**config.mk**
```make
export PLATFORM = sky130hd
export DESIGN_NAME = st_align_unit
export DESIGN_NICKNAME = d
export VERILOG_FILES = /design/src/rtl/st_align_unit.sv
export SDC_FILE = /design/constraint.sdc
export NUM_CORES = 1
export LEC_CHECK = 0
export CAP_MARGIN = 20
export CORE_MARGIN = 2
export CORE_UTILIZATION = 45
export DETAILED_ROUTE_END_ITERATION = 12
export HOLD_SLACK_MARGIN = 0.05
export PLACE_DENSITY = 0.84
export RECOVER_POWER = 50
export SETUP_SLACK_MARGIN = 0.3
export SLEW_MARGIN = 25
export SYNTH_ARGS = -nofsm -noshare
export SYNTH_HDL_FRONTEND = slang
export SYNTH_SLANG_ARGS = --single-unit
```
**constraint.sdc**
```tcl
create_clock -name i_clk -period 6.1 [get_ports i_clk]
set_input_delay 0.915 -clock i_clk [delete_from_list [all_inputs] [get_ports i_clk]]
set_output_delay 0.915 -clock i_clk [all_outputs]
set_load 0.02 [all_outputs]
```
**src/rtl/st_align_unit.sv**
```systemverilog
// -----------------------------------------------------------------------------
// st_align_unit
//   Store alignment stage. It takes a core store request (byte address, raw rs2
//   data, store type) and turns it into word-aligned write beats for the data
//   memory: byte-lane write enables plus lane-shifted write data. Each beat is
//   registered toward memory behind a valid/ready handshake.
//
//   Optional feature macro: ST_MISALIGN_SPLIT_EN
//     defined   : a store crossing a word boundary is split into a low beat and
//                 a high beat (SEND -> SEND_HI); o_misalign_err stays low.
//     undefined : a crossing store is accepted and dropped, and o_misalign_err
//                 pulses for one cycle after acceptance.
//
// Ports:
//   i_clk          core clock, all state on the rising edge
//   i_rst          asynchronous active-high reset
//   i_req_valid    store request valid
//   o_req_ready    request accepted when i_req_valid && o_req_ready
//   i_req_stsel    store type: 0=sb, 1=sh, 2=sw, 3=sw
//   i_req_addr     byte address
//   i_req_data     rs2 value (low byte/half/word is stored)
//   o_mem_valid    write beat valid
//   i_mem_ready    memory accepts the beat when o_mem_valid && i_mem_ready
//   o_mem_addr     word-aligned beat address
//   o_mem_wdata    lane-shifted write data
//   o_mem_we       byte write enables, bit i covers wdata[8i+7:8i]
//   o_misalign_err one-cycle pulse for a dropped boundary-crossing store
//   o_busy         high while a beat is being presented
// -----------------------------------------------------------------------------
module st_align_unit #(
  parameter int ADDR_WIDTH = 32
) (
  input  logic                  i_clk,
  input  logic                  i_rst,
  input  logic                  i_req_valid,
  output logic                  o_req_ready,
  input  logic [1:0]            i_req_stsel,
  input  logic [ADDR_WIDTH-1:0] i_req_addr,
  input  logic [31:0]           i_req_data,
  output logic                  o_mem_valid,
  input  logic                  i_mem_ready,
  output logic [ADDR_WIDTH-1:0] o_mem_addr,
  output logic [31:0]           o_mem_wdata,
  output logic [3:0]            o_mem_we,
  output logic                  o_misalign_err,
  output logic                  o_busy
);

  localparam logic [1:0] ST_IDLE    = 2'd0;
  localparam logic [1:0] ST_SEND    = 2'd1;
`ifdef ST_MISALIGN_SPLIT_EN
  localparam logic [1:0] ST_SEND_HI = 2'd2;
`endif

  logic [1:0]            r_state;
  logic [1:0]            w_state_nxt;

  // Lane math for the request currently offered
  logic [1:0]            w_off;
  logic [7:0]            w_base_mask;
  logic [7:0]            w_mask8;
  logic [4:0]            w_shamt;
  logic                  w_cross;
  logic [ADDR_WIDTH-1:0] w_lo_addr;
  logic [31:0]           w_lo_wdata;

  // Handshake / control
  logic                  w_req_ready;
  logic                  w_mem_valid;
  logic                  w_accept;
  logic                  w_load_new;

  // Beat registers driving the memory port
  logic [ADDR_WIDTH-1:0] r_addr;
  logic [3:0]            r_we;
  logic [31:0]           r_wdata;
  logic                  r_misalign_err;

`ifdef ST_MISALIGN_SPLIT_EN
  logic [63:0]           w_data64;
  logic [ADDR_WIDTH-1:0] w_hi_addr;
  logic [31:0]           w_hi_wdata;
  logic [ADDR_WIDTH-1:0] r_hi_addr;
  logic [3:0]            r_hi_we;
  logic [31:0]           r_hi_wdata;
  logic                  r_split_pend;
`endif

  // Base byte mask for the store size (type 3 behaves as a word store)
  always_comb begin
    w_base_mask = 8'h0F;
    case (i_req_stsel)
      2'd0:    w_base_mask = 8'h01;
      2'd1:    w_base_mask = 8'h03;
      2'd2:    w_base_mask = 8'h0F;
      default: w_base_mask = 8'h0F;
    endcase
  end

  assign w_off     = i_req_addr[1:0];
  assign w_shamt   = {w_off, 3'b000};
  assign w_mask8   = w_base_mask << w_off;
  // Any enabled byte landing in the upper word means the store straddles words
  assign w_cross   = |w_mask8[7:4];
  assign w_lo_addr = {i_req_addr[ADDR_WIDTH-1:2], 2'b00};

`ifdef ST_MISALIGN_SPLIT_EN
  // Data is shifted unmasked; the enables pick the bytes actually written
  assign w_data64   = {32'h0000_0000, i_req_data} << w_shamt;
  assign w_lo_wdata = w_data64[31:0];
  assign w_hi_wdata = w_data64[63:32];
  assign w_hi_addr  = w_lo_addr + ADDR_WIDTH'(3'd4);
`else
  assign w_lo_wdata = i_req_data << w_shamt;
`endif

  assign w_accept = i_req_valid && w_req_ready;

`ifdef ST_MISALIGN_SPLIT_EN
  assign w_load_new = w_accept;
`else
  assign w_load_new = w_accept && !w_cross;
`endif

  // FSM state register
  always_ff @(posedge i_clk or posedge i_rst) begin
    if (i_rst) begin
      r_state <= ST_IDLE;
    end else begin
      r_state <= w_state_nxt;
    end
  end

  // FSM next-state logic; a fresh accept always wins over a completing beat
  always_comb begin
    w_state_nxt = r_state;
    case (r_state)
      ST_IDLE: begin
        if (w_load_new) begin
          w_state_nxt = ST_SEND;
        end else begin
          w_state_nxt = ST_IDLE;
        end
      end
      ST_SEND: begin
        if (w_load_new) begin
          w_state_nxt = ST_SEND;
`ifdef ST_MISALIGN_SPLIT_EN
        end else if (i_mem_ready && r_split_pend) begin
          w_state_nxt = ST_SEND_HI;
`endif
        end else if (i_mem_ready) begin
          w_state_nxt = ST_IDLE;
        end else begin
          w_state_nxt = ST_SEND;
        end
      end
`ifdef ST_MISALIGN_SPLIT_EN
      ST_SEND_HI: begin
        if (i_mem_ready) begin
          w_state_nxt = ST_IDLE;
        end else begin
          w_state_nxt = ST_SEND_HI;
        end
      end
`endif
      default: w_state_nxt = ST_IDLE;
    endcase
  end

  // FSM outputs; in SEND a new request is taken only when the beat drains now
  always_comb begin
    w_req_ready = 1'b0;
    w_mem_valid = 1'b0;
    case (r_state)
      ST_IDLE: begin
        w_req_ready = 1'b1;
        w_mem_valid = 1'b0;
      end
      ST_SEND: begin
        w_mem_valid = 1'b1;
`ifdef ST_MISALIGN_SPLIT_EN
        w_req_ready = i_mem_ready && !r_split_pend;
`else
        w_req_ready = i_mem_ready;
`endif
      end
`ifdef ST_MISALIGN_SPLIT_EN
      ST_SEND_HI: begin
        w_req_ready = 1'b0;
        w_mem_valid = 1'b1;
      end
`endif
      default: begin
        w_req_ready = 1'b0;
        w_mem_valid = 1'b0;
      end
    endcase
  end

  // Beat registers: load new beat, advance to high beat, or clear enables on idle
  always_ff @(posedge i_clk or posedge i_rst) begin
    if (i_rst) begin
      r_addr         <= '0;
      r_we           <= 4'b0000;
      r_wdata        <= 32'h0000_0000;
      r_misalign_err <= 1'b0;
`ifdef ST_MISALIGN_SPLIT_EN
      r_hi_addr      <= '0;
      r_hi_we        <= 4'b0000;
      r_hi_wdata     <= 32'h0000_0000;
      r_split_pend   <= 1'b0;
`endif
    end else begin
`ifdef ST_MISALIGN_SPLIT_EN
      r_misalign_err <= 1'b0;
`else
      r_misalign_err <= w_accept && w_cross;
`endif
      if (w_load_new) begin
        r_addr       <= w_lo_addr;
        r_we         <= w_mask8[3:0];
        r_wdata      <= w_lo_wdata;
`ifdef ST_MISALIGN_SPLIT_EN
        r_hi_addr    <= w_hi_addr;
        r_hi_we      <= w_mask8[7:4];
        r_hi_wdata   <= w_hi_wdata;
        r_split_pend <= w_cross;
      end else if ((r_state == ST_SEND) && i_mem_ready && r_split_pend) begin
        r_addr       <= r_hi_addr;
        r_we         <= r_hi_we;
        r_wdata      <= r_hi_wdata;
        r_split_pend <= 1'b0;
`endif
      end else if (w_state_nxt == ST_IDLE) begin
        // Keeps enables at zero whenever no beat is presented
        r_we <= 4'b0000;
      end
    end
  end

  assign o_req_ready    = w_req_ready;
  assign o_mem_valid    = w_mem_valid;
  assign o_mem_addr     = r_addr;
  assign o_mem_wdata    = r_wdata;
  assign o_mem_we       = r_we;
  assign o_misalign_err = r_misalign_err;
  assign o_busy         = (r_state != ST_IDLE);

endmodule
```
==> impl_metrics.csv, run 1 <==
group,metric,value,unit
status,outcome,"finished clean",
sta,slew_headroom,0.428,
clock_tree,insertion_delay,330,ps
yosys,synth-seq-area-share,0.503,
floorplan,num_rows,31,
run,max_cap_viol_count,0,
sta,post-route-min-period,3360,ps
sta,finalSetupTns,0,ps
power,ir_worst_vdd,0.000158,V
setup_path,critPathKind,"primary input to output port",
routing,dr.pass1.iters,4,
power,finalPower,1.50,mW
sta,fmax,298,MHz
floorplan,ioPinCount,142,
global_routing,grt_pass1_vias,2556,
routing,dr_total_vias,2360,
floorplan,coreArea,7250,sq um
yosys,netlist_area,3380,sq um
global_routing,grt_use_met1,0.255,
setup_path,cp_max_fo,7,
setup_path,crit_start,"i_mem_ready",
sta,clock_skew,5.52,ps
setup_path,r2r-end,"o_mem_wdata[27]$_DFFE_PP0P_",
global_routing,track_usage,0.195,
sta,setup_viol,0,
routing,via_per_inst,4.89,
sta,rsz0062_at_grt,"false",
setup_path,r2r_cells,5,
yosys,syn_area_per_cell,14.0,sq um
final_layout,fillers,540,
sta,whs,489,ps
global_routing,grtUsageMet2,0.321,
placed_design,port_buffers,139,
yosys,synthCells,242,
routing,drc,0,
setup_path,r2r_start,"r_state[0]$_DFF_PP0_",
power,p_per_area,299,nW/um^2
routing,final_antenna_net_count,0,
clock_tree,post-cts-setup-buffers,0,
setup_path,crit_required,5180,ps
yosys,yosysWarningCount,0,
min_path,min_path_type,"register to register",
global_routing,grt_pass1_wl,12800,um
global_routing,grt_max_degree,69,
setup_path,critical_path_arrival,2440,ps
placed_design,dp_cells,466,
floorplan,dieArea,8220,sq um
final_layout,areaGrowthSynthToFinish,48.1,%
routing,drtIter0Drc,73,
sta,fin_crit_sh,0.551,
global_routing,antenna_found_initial,0,
final_layout,antenna_cells,0,
setup_path,r2r_slack,3840,ps
power,total_leakage_power,2.39,nW
final_layout,fin_cells,483,
clock_tree,clock_sinks,68,
sta,worst_slew_pin_slew,855,ps
sta,report.final.slew_viol_count,0,
clock_tree,cts_tree,"yes",
clock_tree,clockBufferDepth,2,
floorplan,start_util,0.466,
final_layout,final_cell_mix,"clkdlybuf4s50_1 (103), dfrtp_1 (68), mux2_4 (52)",
global_routing,grt.busiest_layer,"met2",
clock_tree,numCtsBuffers,9,
clock_tree,cts.root.buffer_cell,"clkbuf_8",
clock_tree,clk_pin_slew,70,ps
placed_design,dp_hpwl,5720,um
final_layout,drive_gt1_frac,0.203,
routing,routedWlPerCell,16.1,um
yosys,ys_seq_elements,68,
clock_tree,cts_resized,0,
global_routing,gr-usage-met3,0.0576,
floorplan,die_h,90.7,um
placed_design,place.gp.congestion,0.798,
final_layout,final_common_cell,"clkdlybuf4s50_1",
yosys,synth_cell_type_count,27,
setup_path,endpoint,"o_req_ready",
clock_tree,cts_htree_levels,3,
global_routing,grt_overflow,0,
floorplan,die-width,90.7,um
sta,hold_viol_final,0,
clock_tree,hold_buffers,0,
routing,wl,7760,um
setup_path,worstSetupEndpointType,"output port",
setup_path,start_kind,"primary input",
final_layout,final_nets,449,
## where the power goes
group          internal [mW]  switching [mW]
Clock                  0.212           0.168
Sequential             0.536          0.0492
Combinational          0.297           0.234
Total                   1.04           0.451
## flip-flops by register name, indices dropped and copies added (netlist names)
register and cells:
o_mem_addr 30, o_misalign_err 1, o_mem_wdata 32, r_state 1, o_mem_we 4
## critical path: stages
cell and delay [ps]:
clkdlybuf4s50_1 400, nor2b_1 410, inv_2 150, clkdlybuf4s50_1 570
## cell usage after synthesis
master / instances / area (sq um)
o2bb2ai_1: 8 / 70.1
mux2_4: 52 / 781
o31ai_1: 2 / 15.0
buf_1: 1 / 3.75
and2_1: 1 / 6.26
nand2_1: 15 / 56.3
nand4_4: 1 / 21.3
conb_1: 1 / 3.75
and3b_1: 1 / 8.76
nand3_1: 2 / 10.0
inv_2: 1 / 3.75
nor2_1: 10 / 37.5
mux2i_1: 40 / 400
a21o_1: 1 / 7.51
or3_1: 1 / 6.26
buf_4: 7 / 52.6
inv_1: 10 / 37.5
a21oi_1: 1 / 5.00
buf_6: 6 / 67.6
o21ai_2: 1 / 8.76
clkbuf_1: 2 / 7.51
dfrtp_1: 68 / 1700
nor2b_1: 2 / 12.5
buf_2: 2 / 10.0
mux2_2: 2 / 22.5
o2111ai_1: 1 / 8.76
o21ai_0: 3 / 15.0
## how the worst min path moves through the flow
stage / start / endpoint / slack (ps) / cells past startpoint
global placement: o_mem_we[0]$_DFFE_PP0P_ / o_mem_we[0]$_DFFE_PP0P_ / 460 / 2
finish: o_mem_we[0]$_DFFE_PP0P_ / o_mem_we[0]$_DFFE_PP0P_ / 490 / 2
CTS: o_mem_we[2]$_DFFE_PP0P_ / o_mem_we[2]$_DFFE_PP0P_ / 500 / 2
floorplan: o_mem_we[0]$_DFFE_PP0P_ / o_mem_we[0]$_DFFE_PP0P_ / 570 / 2
global route: o_mem_we[0]$_DFFE_PP0P_ / o_mem_we[0]$_DFFE_PP0P_ / 510 / 2
detailed placement: o_mem_we[2]$_DFFE_PP0P_ / o_mem_we[2]$_DFFE_PP0P_ / 480 / 2
## layer usage
metal	wire [um]	part of all wire
met3	524	0.067
met4	71	0.0091
met2	3810	0.49
met1	3360	0.43
met5	0	0
## per-stage QoR
step | setup WS (ps) | utilization | instance area (sq um)
after global placement | 2240 | 0.658 | 4780
after detailed placement | 2140 | 0.658 | 4780
after floorplan | 3470 | - | 3380
after global routing | 2680 | 0.690 | 5010
after CTS | 2500 | 0.687 | 4990
final | 2740 | 0.690 | 5010
## logic make-up (layout without fill, tap and decap cells)
| family | Yosys count | after routing | share of synthesized area |
|---|---|---|---|
| and+or+nand+nor | 33 | 33 | 0.0470 |
| muxes | 94 | 94 | 0.356 |
| other | 1 | 2 | 0.00111 |
| AOI/OAI and AO/OA | 17 | 17 | 0.0385 |
| buffers and inverters | 29 | 170 | 0.0540 |
| DFF | 68 | 68 | 0.503 |
## area by class of cell
cell class / instances / area [sq um] / share of cell area
Multi-Input combinational cell: 146 / 1500 / 0.300
Clock buffer: 11 / 151 / 0.0302
Inverter: 11 / 41.3 / 0.00825
Tap cell: 99 / 124 / 0.0247
Clock inverter: 5 / 58.8 / 0.0117
Sequential cell: 68 / 1700 / 0.340
Timing Repair Buffer: 143 / 1430 / 0.285
Power figures use the tool's default switching activity.
==> run 2, diff against run 1 <==
CORE_UTILIZATION = 43   (was 45)
PLACE_DENSITY = 0.81   (was 0.84)
clock period = 3.4 ns   (was 6.1 ns; I/O delays follow)
==> run 2 against run 1 <==
Against the previous run: the run now ends with capacitance limit, slew limit left; power increased by 72%; critical path depth did not move; final cell count increased by 1.2%; routed wire length shrank 1.0%; register-to-register slack got worse by 2500 ps; sequential share of layout area rose by 0.16 points; global-route usage is 0.63 points lower; die area increased by 4.4%.
==> impl_metrics.csv, run 2 (same netlist as run 1, synthesis figures left out) <==
group,metric,value,unit
placed_design,dp_hpwl,5640,um
power,ir_worst_vdd,0.000222,V
setup_path,critPathKind,"primary input to output port",
setup_path,crit_required,2890,ps
global_routing,track_usage,0.188,
setup_path,r2r-end,"o_mem_wdata[29]$_DFFE_PP0P_",
setup_path,start_kind,"primary input",
sta,rsz0062_at_grt,"false",
floorplan,ioPinCount,142,
placed_design,place.gp.congestion,0.891,
clock_tree,cts.root.buffer_cell,"clkbuf_8",
final_layout,fillers,596,
final_layout,final_cell_mix,"clkdlybuf4s50_1 (105), dfrtp_1 (68), mux2_4 (52)",
floorplan,coreArea,7690,sq um
routing,final_antenna_net_count,0,
floorplan,die_h,92.7,um
clock_tree,hold_buffers,0,
sta,post-route-min-period,2550,ps
global_routing,grt_max_degree,69,
floorplan,num_rows,32,
sta,hold_viol_final,0,
floorplan,die-width,92.7,um
final_layout,areaGrowthSynthToFinish,47.4,%
setup_path,critical_path_arrival,2040,ps
run,max_cap_viol_count,1,
min_path,whs_endpoint,"o_mem_we[0]$_DFFE_PP0P_",
final_layout,fin_cells,489,
final_layout,drive_gt1_frac,0.199,
routing,drc,0,
sta,clock_skew,5.97,ps
sta,fin_crit_sh,0.749,
final_layout,final_nets,452,
sta,worst_slew_pin_slew,1600,ps
sta,slew_headroom,-0.0637,
routing,via_per_inst,4.88,
placed_design,dp_cells,473,
clock_tree,post-cts-setup-buffers,0,
clock_tree,clockBufferDepth,2,
sta,finalSetupTns,0,ps
final_layout,final_common_cell,"clkdlybuf4s50_1",
global_routing,grt_overflow,0,
setup_path,r2r_cells,5,
clock_tree,insertion_delay,340,ps
clock_tree,cts_tree,"yes",
setup_path,cp_max_fo,7,
global_routing,grt_pass1_vias,2575,
routing,dr.pass1.iters,4,
clock_tree,cts_htree_levels,3,
setup_path,r2r_slack,1370,ps
power,p_per_area,516,nW/um^2
min_path,min_path_type,"register to register",
floorplan,start_util,0.440,
global_routing,grt_pass1_wl,12600,um
clock_tree,clk_pin_slew,70,ps
sta,report.final.slew_viol_count,69,
routing,routedWlPerCell,15.7,um
routing,dr_total_vias,2388,
final_layout,antenna_cells,0,
min_path,min_path_cells,2,
setup_path,r2r_start,"r_state[0]$_DFF_PP0_",
routing,drtIter0Drc,31,
setup_path,worstSetupEndpointType,"output port",
power,total_leakage_power,2.39,nW
clock_tree,numCtsBuffers,9,
clock_tree,clock_sinks,68,
status,violations,"capacitance limit, slew limit",
clock_tree,cts_resized,0,
status,outcome,"finished with violations",
global_routing,antenna_found_initial,0,
sta,fmax,393,MHz
final_layout,largest_reg_flops,32,
floorplan,dieArea,8590,sq um
min_path,hp-start,"o_mem_we[0]$_DFFE_PP0P_",
placed_design,port_buffers,139,
sta,setup_viol,0,
routing,wl,7690,um
## run 2: final cells by class
type	instances	area, sq um	area share
Clock buffer	14	153	0.0306
Clock inverter	2	10.0	0.00201
Inverter	11	41.3	0.00829
Multi-Input combinational cell	146	1500	0.301
Sequential cell	68	1700	0.342
Tap cell	102	128	0.0256
Timing Repair Buffer	146	1450	0.291
## run 2: critical path, cell delays in order
cell and delay, ps:
clkdlybuf4s50_1 400, nor2b_1 410, inv_2 140, clkdlybuf4s50_1 570
## run 2: metrics by stage
stage	total power, mW	setup WS, ps	hold slack, ps	util	instance area, sq um
after global placement	2.03	886	467	0.627	4820
after detailed placement	2.05	831	464	0.627	4820
after floorplan	1.59	1180	573	-	3380
after global routing	2.70	710	514	0.648	4980
final	2.57	853	472	0.648	4980
after CTS	2.62	843	479	0.648	4980
## run 2: worst max path at each step
stage,slack (ps),endpoint,from
floorplan,1180,o_mem_addr[10]$_DFFE_PP0P_,i_rst
global placement,890,o_mem_wdata[19]$_DFFE_PP0P_,i_req_addr[1]
detailed placement,830,o_mem_addr[31]$_DFFE_PP0P_,i_mem_ready
CTS,840,o_req_ready,i_mem_ready
global route,710,o_req_ready,i_mem_ready
finish,850,o_req_ready,i_mem_ready
## run 2: report_power, final
group | leakage, nW | switching, mW | internal (mW) | total, mW
clock network | 0.0844 | 0.285 | 0.284 | 0.569
registers | 0.835 | 0.0841 | 0.962 | 1.05
logic | 1.47 | 0.419 | 0.536 | 0.956
## run 2: per-layer routing
layer	GRT usage	share of wire	up-vias	wire, um
li1	-	-	1122	-
met1	0.237	0.44	1146	3380
met2	0.300	0.46	106	3520
met3	0.0635	0.082	14	631
met4	0.0735	0.020	0	154
met5	0	0	-	0
